===== config.mk =====
export PLATFORM = sky130hd
export DESIGN_NAME = cpu_run_ctl
export DESIGN_NICKNAME = d
export VERILOG_FILES = /design/src/rtl/cpu_run_ctl.sv
export SDC_FILE = /design/constraint.sdc
export NUM_CORES = 1
export LEC_CHECK = 0
export ABC_AREA = 1
export BUFFER_PORTS_ARGS = -buffer_cell sky130_fd_sc_hd__buf_2
export CAP_MARGIN = 20
export CORE_MARGIN = 1
export CORE_UTILIZATION = 35
export CTS_CLUSTER_SIZE = 14
export DETAILED_ROUTE_END_ITERATION = 6
export HOLD_SLACK_MARGIN = 0.15
export PLACE_DENSITY_LB_ADDON = 0.08
export SLEW_MARGIN = 20
export SYNTH_ARGS = -nofsm -noshare
export SYNTH_HDL_FRONTEND = slang
export SYNTH_SLANG_ARGS = --single-unit

===== constraint.sdc =====
create_clock -name clk -period 3.6 [get_ports clk]
set_input_delay 0 -clock clk [delete_from_list [all_inputs] [get_ports clk]]
set_output_delay 0 -clock clk [all_outputs]
set_load 0.005 [all_outputs]

===== src/rtl/cpu_run_ctl.sv =====
// CPU run/halt/step/breakpoint controller that issues a divided clock enable to the CPU core.
// Define RUN_CTL_CYCLE_COUNT_EN to build the issued-enable counter on cycle_cnt.
module cpu_run_ctl #(
    parameter int DIV_W  = 17,
    parameter int ADDR_W = 16
) (
    input  logic              clk,
    input  logic              rst,
    input  logic [DIV_W-1:0]  div_val,
    input  logic              run,
    input  logic              step_req,
    input  logic              bp_en,
    input  logic [ADDR_W-1:0] bp_addr,
    input  logic [ADDR_W-1:0] pc_addr,
    input  logic              fetch_strobe,
    output logic              cpu_en,
    output logic              halted,
    output logic              bp_hit,
    output logic [1:0]        state_out,
    output logic [31:0]       cycle_cnt
);

    typedef enum logic [1:0] {
        S_HALT = 2'd0,
        S_RUN  = 2'd1,
        S_STEP = 2'd2,
        S_BRK  = 2'd3
    } state_t;

    state_t            state, nstate;
    logic [DIV_W-1:0]  cnt;
    logic              tick;
    logic              step_first;
    logic              bp_match;
    logic              active;

    assign bp_match = bp_en && fetch_strobe && (pc_addr == bp_addr);

    always_comb begin
        nstate = state;
        cpu_en = 1'b0;
        case (state)
            S_HALT: begin
                if (run)           nstate = S_RUN;
                else if (step_req) nstate = S_STEP;
            end
            S_RUN: begin
                if (!run)          nstate = S_HALT;
                else if (tick) begin
                    if (bp_match)  nstate = S_BRK;
                    else           cpu_en = 1'b1;
                end
            end
            S_STEP: begin
                if (tick) begin
                    if (step_first)        cpu_en = 1'b1;
                    else if (fetch_strobe) nstate = S_HALT;
                    else                   cpu_en = 1'b1;
                end
            end
            S_BRK: begin
                if (!run)          nstate = S_HALT;
            end
            default:               nstate = S_HALT;
        endcase
    end

    // Count only while staying in RUN/STEP, so the first tick lands div_val+1 cycles after entry.
    assign active = ((state == S_RUN) || (state == S_STEP)) &&
                    ((nstate == S_RUN) || (nstate == S_STEP));

    always_ff @(posedge clk or posedge rst) begin
        if (rst) begin
            state      <= S_HALT;
            cnt        <= '0;
            tick       <= 1'b0;
            step_first <= 1'b0;
        end else begin
            state <= nstate;
            if (!active) begin
                cnt  <= '0;
                tick <= 1'b0;
            end else if (cnt >= div_val) begin
                cnt  <= '0;
                tick <= 1'b1;
            end else begin
                cnt  <= cnt + {{(DIV_W-1){1'b0}}, 1'b1};
                tick <= 1'b0;
            end
            if (state == S_HALT && nstate == S_STEP)
                step_first <= 1'b1;
            else if (state == S_STEP && tick)
                step_first <= 1'b0;
        end
    end

    assign halted    = (state == S_HALT) || (state == S_BRK);
    assign bp_hit    = (state == S_BRK);
    assign state_out = state;

`ifdef RUN_CTL_CYCLE_COUNT_EN
    logic [31:0] cyc_q;
    always_ff @(posedge clk or posedge rst) begin
        if (rst)         cyc_q <= '0;
        else if (cpu_en) cyc_q <= cyc_q + 32'd1;
    end
    assign cycle_cnt = cyc_q;
`else
    assign cycle_cnt = '0;
`endif

endmodule


==> impl_metrics.env, run 1 <==
export IMPL_die_area_sq_um=7594
export IMPL_gp_congestion=0.8176
export IMPL_cpPeakStageDelay_ns=0.57
export IMPL_final_nets=529
export IMPL_setup_violations=0
export IMPL_fin_skew_ns=0.002615
export IMPL_drt_iter0_drc=27
export IMPL_critPathLaunch="state_out[0]"
export IMPL_crit_chain="inv_1, ha_1, inv_1, nor2_1, o21ai_0, dlygate4sd3_1, nand2_1, ha_1, nor2_1, inv_1, nor3_1"
export IMPL_hold_depth=5
export IMPL_drv_cap=0
export IMPL_antenna_left=0
export IMPL_cp_start_kind="flop"
export IMPL_grt_usage=0.1608
export IMPL_swShare=0.4193
export IMPL_intPower_uw=445.7
export IMPL_switching_power_uw=321.7
export IMPL_numCtsBuffers=3
export IMPL_io_buffers=59
export IMPL_synth_adder_area_share=0.1183
export IMPL_mostFrequentLayoutCells="96 x nand2_1, 73 x inv_1, 59 x buf_2"
export IMPL_worstSetupEndpointType="flop"
export IMPL_clk_pin_slew_ns=0.08
export IMPL_slew_limit_headroom=0.4562
export IMPL_cp_top_family="buffers and inverters"
export IMPL_synthCells=386
export IMPL_critPathMaxFanout=13
export IMPL_synthXorXnorAreaFrac=0.04142
export IMPL_setup_tns_ns=0
export IMPL_power_frac_comb=0.445
export IMPL_grt_overflow_total=0
export IMPL_ys_ff_latch=21
export IMPL_die_w_um=87.15
export IMPL_synth_compound_area_frac=0.06558
export IMPL_initial_core_util=0.3674
export IMPL_yosys_area_share_simple=0.3496
export IMPL_hold_class="in -> reg"
export IMPL_n_fill_cell=817
export IMPL_area_growth_pct=13.22
export IMPL_synth_seq_area_share=0.2071
export IMPL_ir_drop_mv=0.2134
export IMPL_synthMuxAreaShare=0
export IMPL_drt_total_wl_um=5748
export IMPL_period_needed_ns=3.078
export IMPL_cts_sinks=21
export IMPL_vias_per_cell=4.338
export IMPL_fin_crit_sh=0.8551
export IMPL_critPathArrivalTime_ns=3.25
export IMPL_synth_warnings=0
export IMPL_p_clk_frac=0.203
export IMPL_fin_total_pwr_uw=767.4
export IMPL_cts_hold_fix_buffers=3
export IMPL_drive_gt1_frac=0.1826
export IMPL_maxSlewViolCount=0
export IMPL_antenna_found_initial=0
export IMPL_cpMostUsedCell="inv_1"
export IMPL_post_cts_buffers=0
export IMPL_rows=30
export IMPL_cp_slowest_cell="dlygate4sd3_1"
export IMPL_drcViolationCount=0
export IMPL_tightestPinTransition_ns=0.8148
export IMPL_cts_resized_gates=0
export IMPL_grt_max_degree=22
export IMPL_cp_required_ns=3.77
export IMPL_design_portCount=92
export IMPL_tritoncts="built"
export IMPL_hold_start="run"
export IMPL_rsz0062_at_grt="no"
export IMPL_power_density_nw_per_um2=267.1
export IMPL_h_tree_depth=1
export IMPL_coreArea_sq_um=6907
export IMPL_avgSynthCellArea_sq_um=6.574
export IMPL_synth_cell_types=32
export IMPL_p_seq_frac=0.353
export IMPL_vias=2364
export IMPL_grt_pass1_vias=2306
export IMPL_wire_per_inst_um=10.55
export IMPL_clock_latency_ns=0.26
export IMPL_cts_buffer_depth=2
export IMPL_worst_path_buf_inv=4
export IMPL_die_h_um=87.15
export IMPL_drtPass1Iterations=4
export IMPL_reg2regPathDepth=11
export IMPL_hold_violations=0
export IMPL_path_class="reg -> reg"
export IMPL_r2r_start="state_out[0]"
export IMPL_cp_depth=11
export IMPL_grt_pass1_wl_um=9811
export IMPL_synth_top_family_by_area="simple AND/OR/NAND/NOR gates"
export IMPL_outcome="finished, final reports clean"
export IMPL_layout_commonest_cell="nand2_1"
export IMPL_synth_area_sq_um=2537
export IMPL_max_freq_mhz=324.8
export IMPL_antenna_diode_count=0
export IMPL_p_leak_uw=0.001695
export IMPL_cts_root_buf="clkbuf_8"
export IMPL_whs_ns=0.1543
export IMPL_dp_hpwl_um=4872
-- power by group through the flow --
stage,Sequential [uW],Combinational [uW],Clock [uW]
after floorplan,272,271,0
after global placement,275,337,0
after detailed placement,276,339,0
after CTS,271,345,160
after global routing,275,403,172
final,271,341,155
-- cells in the mapped netlist --
cell type	count	area [sq um]
a21o_1	1	7.510
a21oi_1	6	30.03
a21oi_4	1	16.27
buf_12	1	20.02
buf_4	32	240.2
buf_6	1	11.26
conb_1	1	3.750
dfrtp_1	21	525.5
ha_1	24	300.3
inv_1	73	274.0
inv_2	1	3.750
nand2_1	96	360.4
nand2_2	3	18.77
nand3_1	13	65.06
nand3b_1	1	7.510
nand4_1	12	75.07
nand4_2	1	12.51
nand4_4	1	21.27
nor2_1	44	165.2
nor2_2	4	25.02
nor3_1	10	50.05
nor3_2	7	70.07
nor3_4	1	16.27
o211ai_1	1	7.510
o21a_1	1	7.510
o21ai_0	13	65.06
o21ai_1	1	5.000
o21bai_1	1	7.510
o21bai_2	1	11.26
o221ai_1	1	8.760
xnor2_1	3	26.28
xor2_1	9	78.83
-- per-stage QoR --
step / cells / worst slack, ns / cell area (sq um) / utilization
5_1_grt: 545 / 0.1716 / 2873 / 0.4159
3_3_place_gp: 538 / 0.9986 / 2798 / 0.4051
4_1_cts: 545 / 0.5223 / 2873 / 0.4159
6_report: 545 / 0.5216 / 2873 / 0.4159
3_5_place_dp: 538 / 0.9292 / 2798 / 0.4051
2_1_floorplan: 417 / 1.332 / 2654 / -
-- layout make-up --
class / count / area, sq um / share of cell area
timing repair buffer: 62 / 325.3 / 0.1132
sequential: 21 / 525.5 / 0.1829
tap: 96 / 120.1 / 0.04181
inverter: 74 / 277.8 / 0.09669
clock buffer: 4 / 45.04 / 0.01568
multi-input combinational: 288 / 1579 / 0.5496
-- registers in the layout, indices dropped and copies added, names as in the netlist --
register and flops:
cnt 17, state_out 2, step_first 1, tick 1
-- cells by family after synthesis --
logic type | Yosys count
adder cells (fa/ha/maj) | 24
AO/OA/AOI/OAI | 27
XOR/XNOR | 12
flip-flops | 21
buffers and inverters | 108
other | 1
AND/OR/NAND/NOR | 193
-- final timing paths --
check	end	slack [ns]
worst max register to register	cnt[3]	0.52
min in group asynchronous	state_out[0]	0.43
max in group asynchronous	cnt[11]	2.66
worst min-delay path	state_out[0]	0.15
worst max-delay path	cnt[3]	0.52
worst min register to register	cnt[0]	0.51
-- routing by layer --
metal | global-route usage | wire [um]
met5 | 0 | 0
met4 | 0.01341 | 13
met3 | 0.02559 | 233
met2 | 0.3185 | 2896
met1 | 0.1863 | 2605
-- tightest hold or removal path: cells and delay by family --
family	cells	cell delay, ns
buffers and inverters	2	0.19
and+or+nand+nor	2	0.11
AOI/OAI and AO/OA	1	0.08
No activity file was read; power rests on OpenSTA's default activity.
==> run 2, diff against run 1 <==
--- a/config.mk
+++ b/config.mk
@@ -8,12 +8,15 @@
 export ABC_AREA = 1
 export BUFFER_PORTS_ARGS = -buffer_cell sky130_fd_sc_hd__buf_2
 export CAP_MARGIN = 20
+export CELL_PAD_IN_SITES_DETAIL_PLACEMENT = 1
+export CELL_PAD_IN_SITES_GLOBAL_PLACEMENT = 1
 export CORE_MARGIN = 1
 export CORE_UTILIZATION = 35
 export CTS_CLUSTER_SIZE = 14
 export DETAILED_ROUTE_END_ITERATION = 6
 export HOLD_SLACK_MARGIN = 0.15
 export PLACE_DENSITY_LB_ADDON = 0.08
+export SETUP_SLACK_MARGIN = 0.4
 export SLEW_MARGIN = 20
 export SYNTH_ARGS = -nofsm -noshare
 export SYNTH_HDL_FRONTEND = slang
==> run 2 against run 1 <==
Net effect:
- sequential share of layout area shrank 0.087 points
- worst hold slack lost 0.0057 ns
- clock power is essentially flat
- count of clock-buffer cells in the layout is the same
- power grew 4.2%
- critical path depth grew 1
- routed wire length grew 9.8%
- via count grew 1.6%
- critical path type unchanged
- largest cell class unchanged
- largest power group unchanged
- highest routed layer unchanged
==> impl_metrics.env, run 2 (synthesis gave the netlist of run 1 again) <==
export IMPL_dp_hpwl_um=5491
export IMPL_grt_overflow_total=0
export IMPL_hold_violations=0
export IMPL_drt_iter0_drc=47
export IMPL_grt_pass1_vias=2422
export IMPL_setup_ws_ns=0.6983
export IMPL_tightestPinTransition_ns=0.8029
export IMPL_n_fill_cell=1000
export IMPL_cp_start_kind="flop"
export IMPL_vias=2402
export IMPL_cts_root_buf="clkbuf_8"
export IMPL_antenna_found_initial=0
export IMPL_largest_reg_flops=17
export IMPL_initial_core_util=0.3674
export IMPL_r2r_start="state_out[0]"
export IMPL_reg2regPathDepth=12
export IMPL_placed_cell_area_sq_um=2798
export IMPL_rows=30
export IMPL_gp_congestion=0.7953
export IMPL_clk_pin_slew_ns=0.07
export IMPL_design_portCount=92
export IMPL_power_density_nw_per_um2=276.9
export IMPL_multi_input_area_sq_um=1582
export IMPL_dp_slack_ns=0.8491
export IMPL_clock_latency_ns=0.26
export IMPL_numCtsBuffers=3
export IMPL_slew_limit_headroom=0.4641
export IMPL_drt_total_wl_um=6309
export IMPL_drtPass1Iterations=4
export IMPL_p_leak_uw=0.001697
export IMPL_antenna_left=0
export IMPL_die_area_sq_um=7594
export IMPL_drive_gt1_frac=0.1889
export IMPL_critPathArrivalTime_ns=3.07
export IMPL_hold_class="in -> reg"
export IMPL_vias_per_cell=4.399
export IMPL_crit_chain="inv_1, ha_1, inv_1, nor2_1, o21ai_0, dlygate4sd3_1, nand2_1, ha_1, nor2_2, clkinvlp_4, buf_4, nor3_1"
export IMPL_setup_tns_ns=0
export IMPL_fin_skew_ns=0.004831
export IMPL_antenna_diode_count=0
export IMPL_setup_violations=0
export IMPL_final_nets=530
export IMPL_fin_crit_sh=0.8060
export IMPL_grt_pass1_wl_um=10760
export IMPL_cpPeakStageDelay_ns=0.56
export IMPL_critPathMaxFanout=13
export IMPL_final_seq_area_sq_um=525.5
export IMPL_max_freq_mhz=344.6
export IMPL_layout_commonest_cell="nand2_1"
export IMPL_mostFrequentLayoutCells="96 x nand2_1, 72 x inv_1, 59 x buf_2"
export IMPL_h_tree_depth=1
export IMPL_period_needed_ns=2.902
export IMPL_drcViolationCount=0
export IMPL_path_class="reg -> reg"
export IMPL_io_buffers=59
export IMPL_maxSlewViolCount=0
export IMPL_tritoncts="built"
export IMPL_finish_instance_area_sq_um=2887
export IMPL_r2r_end="cnt[4]"
export IMPL_wire_per_inst_um=11.55
export IMPL_die_w_um=87.15
export IMPL_hold_depth=5
export IMPL_outcome="finished, final reports clean"
export IMPL_cp_slowest_cell="dlygate4sd3_1"
export IMPL_hold_start="run"
export IMPL_cp_required_ns=3.77
export IMPL_grt_usage=0.1782
export IMPL_ir_drop_mv=0.1833
export IMPL_top_register="cnt"
export IMPL_coreArea_sq_um=6907
export IMPL_r2r_slack_ns=0.70
export IMPL_grt_max_degree=22
export IMPL_cts_sinks=21
export IMPL_hold_path_end="state_out[0]"
export IMPL_rsz0062_at_grt="no"
export IMPL_area_growth_pct=13.76
export IMPL_drv_cap=0
export IMPL_worstSetupEndpointType="flop"
export IMPL_die_h_um=87.15
export IMPL_cts_buffer_depth=2
## run 2: per-stage QoR
stage | std cells | hold slack [ns] | power (uW) | utilization
final | 546 | 0.1486 | 799.3 | 0.4179
after global routing | 546 | 0.1978 | 879.5 | 0.4179
after CTS | 545 | 0.1551 | 785.0 | 0.4159
after detailed placement | 538 | 0.2108 | 624.1 | 0.4051
after global placement | 538 | 0.2017 | 612.6 | 0.4051
after floorplan | 417 | -0.02347 | 543.0 | -
## run 2: power breakdown
part	switching [uW]	leakage, uW	internal [uW]
Clock	73.1	0.0000228	78.9
Combinational	244	0.00139	132
Sequential	19.1	0.000285	252
## run 2: layout make-up
type | count | area share
tap | 96 | 0.04161
inverter | 74 | 0.09753
multi-input combinational | 288 | 0.5479
sequential | 21 | 0.1821
timing repair buffer | 63 | 0.1153
clock buffer | 4 | 0.01560
## run 2: how the worst max path moves through the flow
| stage | start | end | cells after the start |
|---|---|---|---|
| finish | state_out[0] | cnt[4] | 12 |
| global route | state_out[0] | cnt[4] | 12 |
| CTS | state_out[0] | cnt[2] | 11 |
| detailed placement | state_out[0] | cnt[14] | 13 |
| global placement | state_out[0] | cnt[6] | 13 |
| floorplan | state_out[0] | cnt[4] | 14 |
## run 2: critical path, delay by kind of cell (launching register included)
kind / cells / cell delay, ns
AOI/OAI and AO/OA: 1 / 0.08
adders and majority gates: 2 / 0.42
buffers and inverters: 5 / 1.17
DFF: 1 / 0.43
and+or+nand+nor: 4 / 0.70
## run 2: what timing repair did
item | CTS | global route
hold buffers | 3 | 0
setup endpoints to repair | 0 | 13
setup buffers | 0 | 1
hold endpoints to repair | 23 | 0
resized for setup | 0 | 2
## run 2: metal layers
| metal | global-route usage | vias to the layer above | wire length [um] |
|---|---|---|---|
| met5 | 0 | - | 0 |
| met4 | 0.02086 | 0 | 17 |
| met3 | 0.02559 | 3 | 243 |
| met2 | 0.3450 | 50 | 3290 |
| met1 | 0.2126 | 1087 | 2758 |
| li1 | - | 1262 | - |
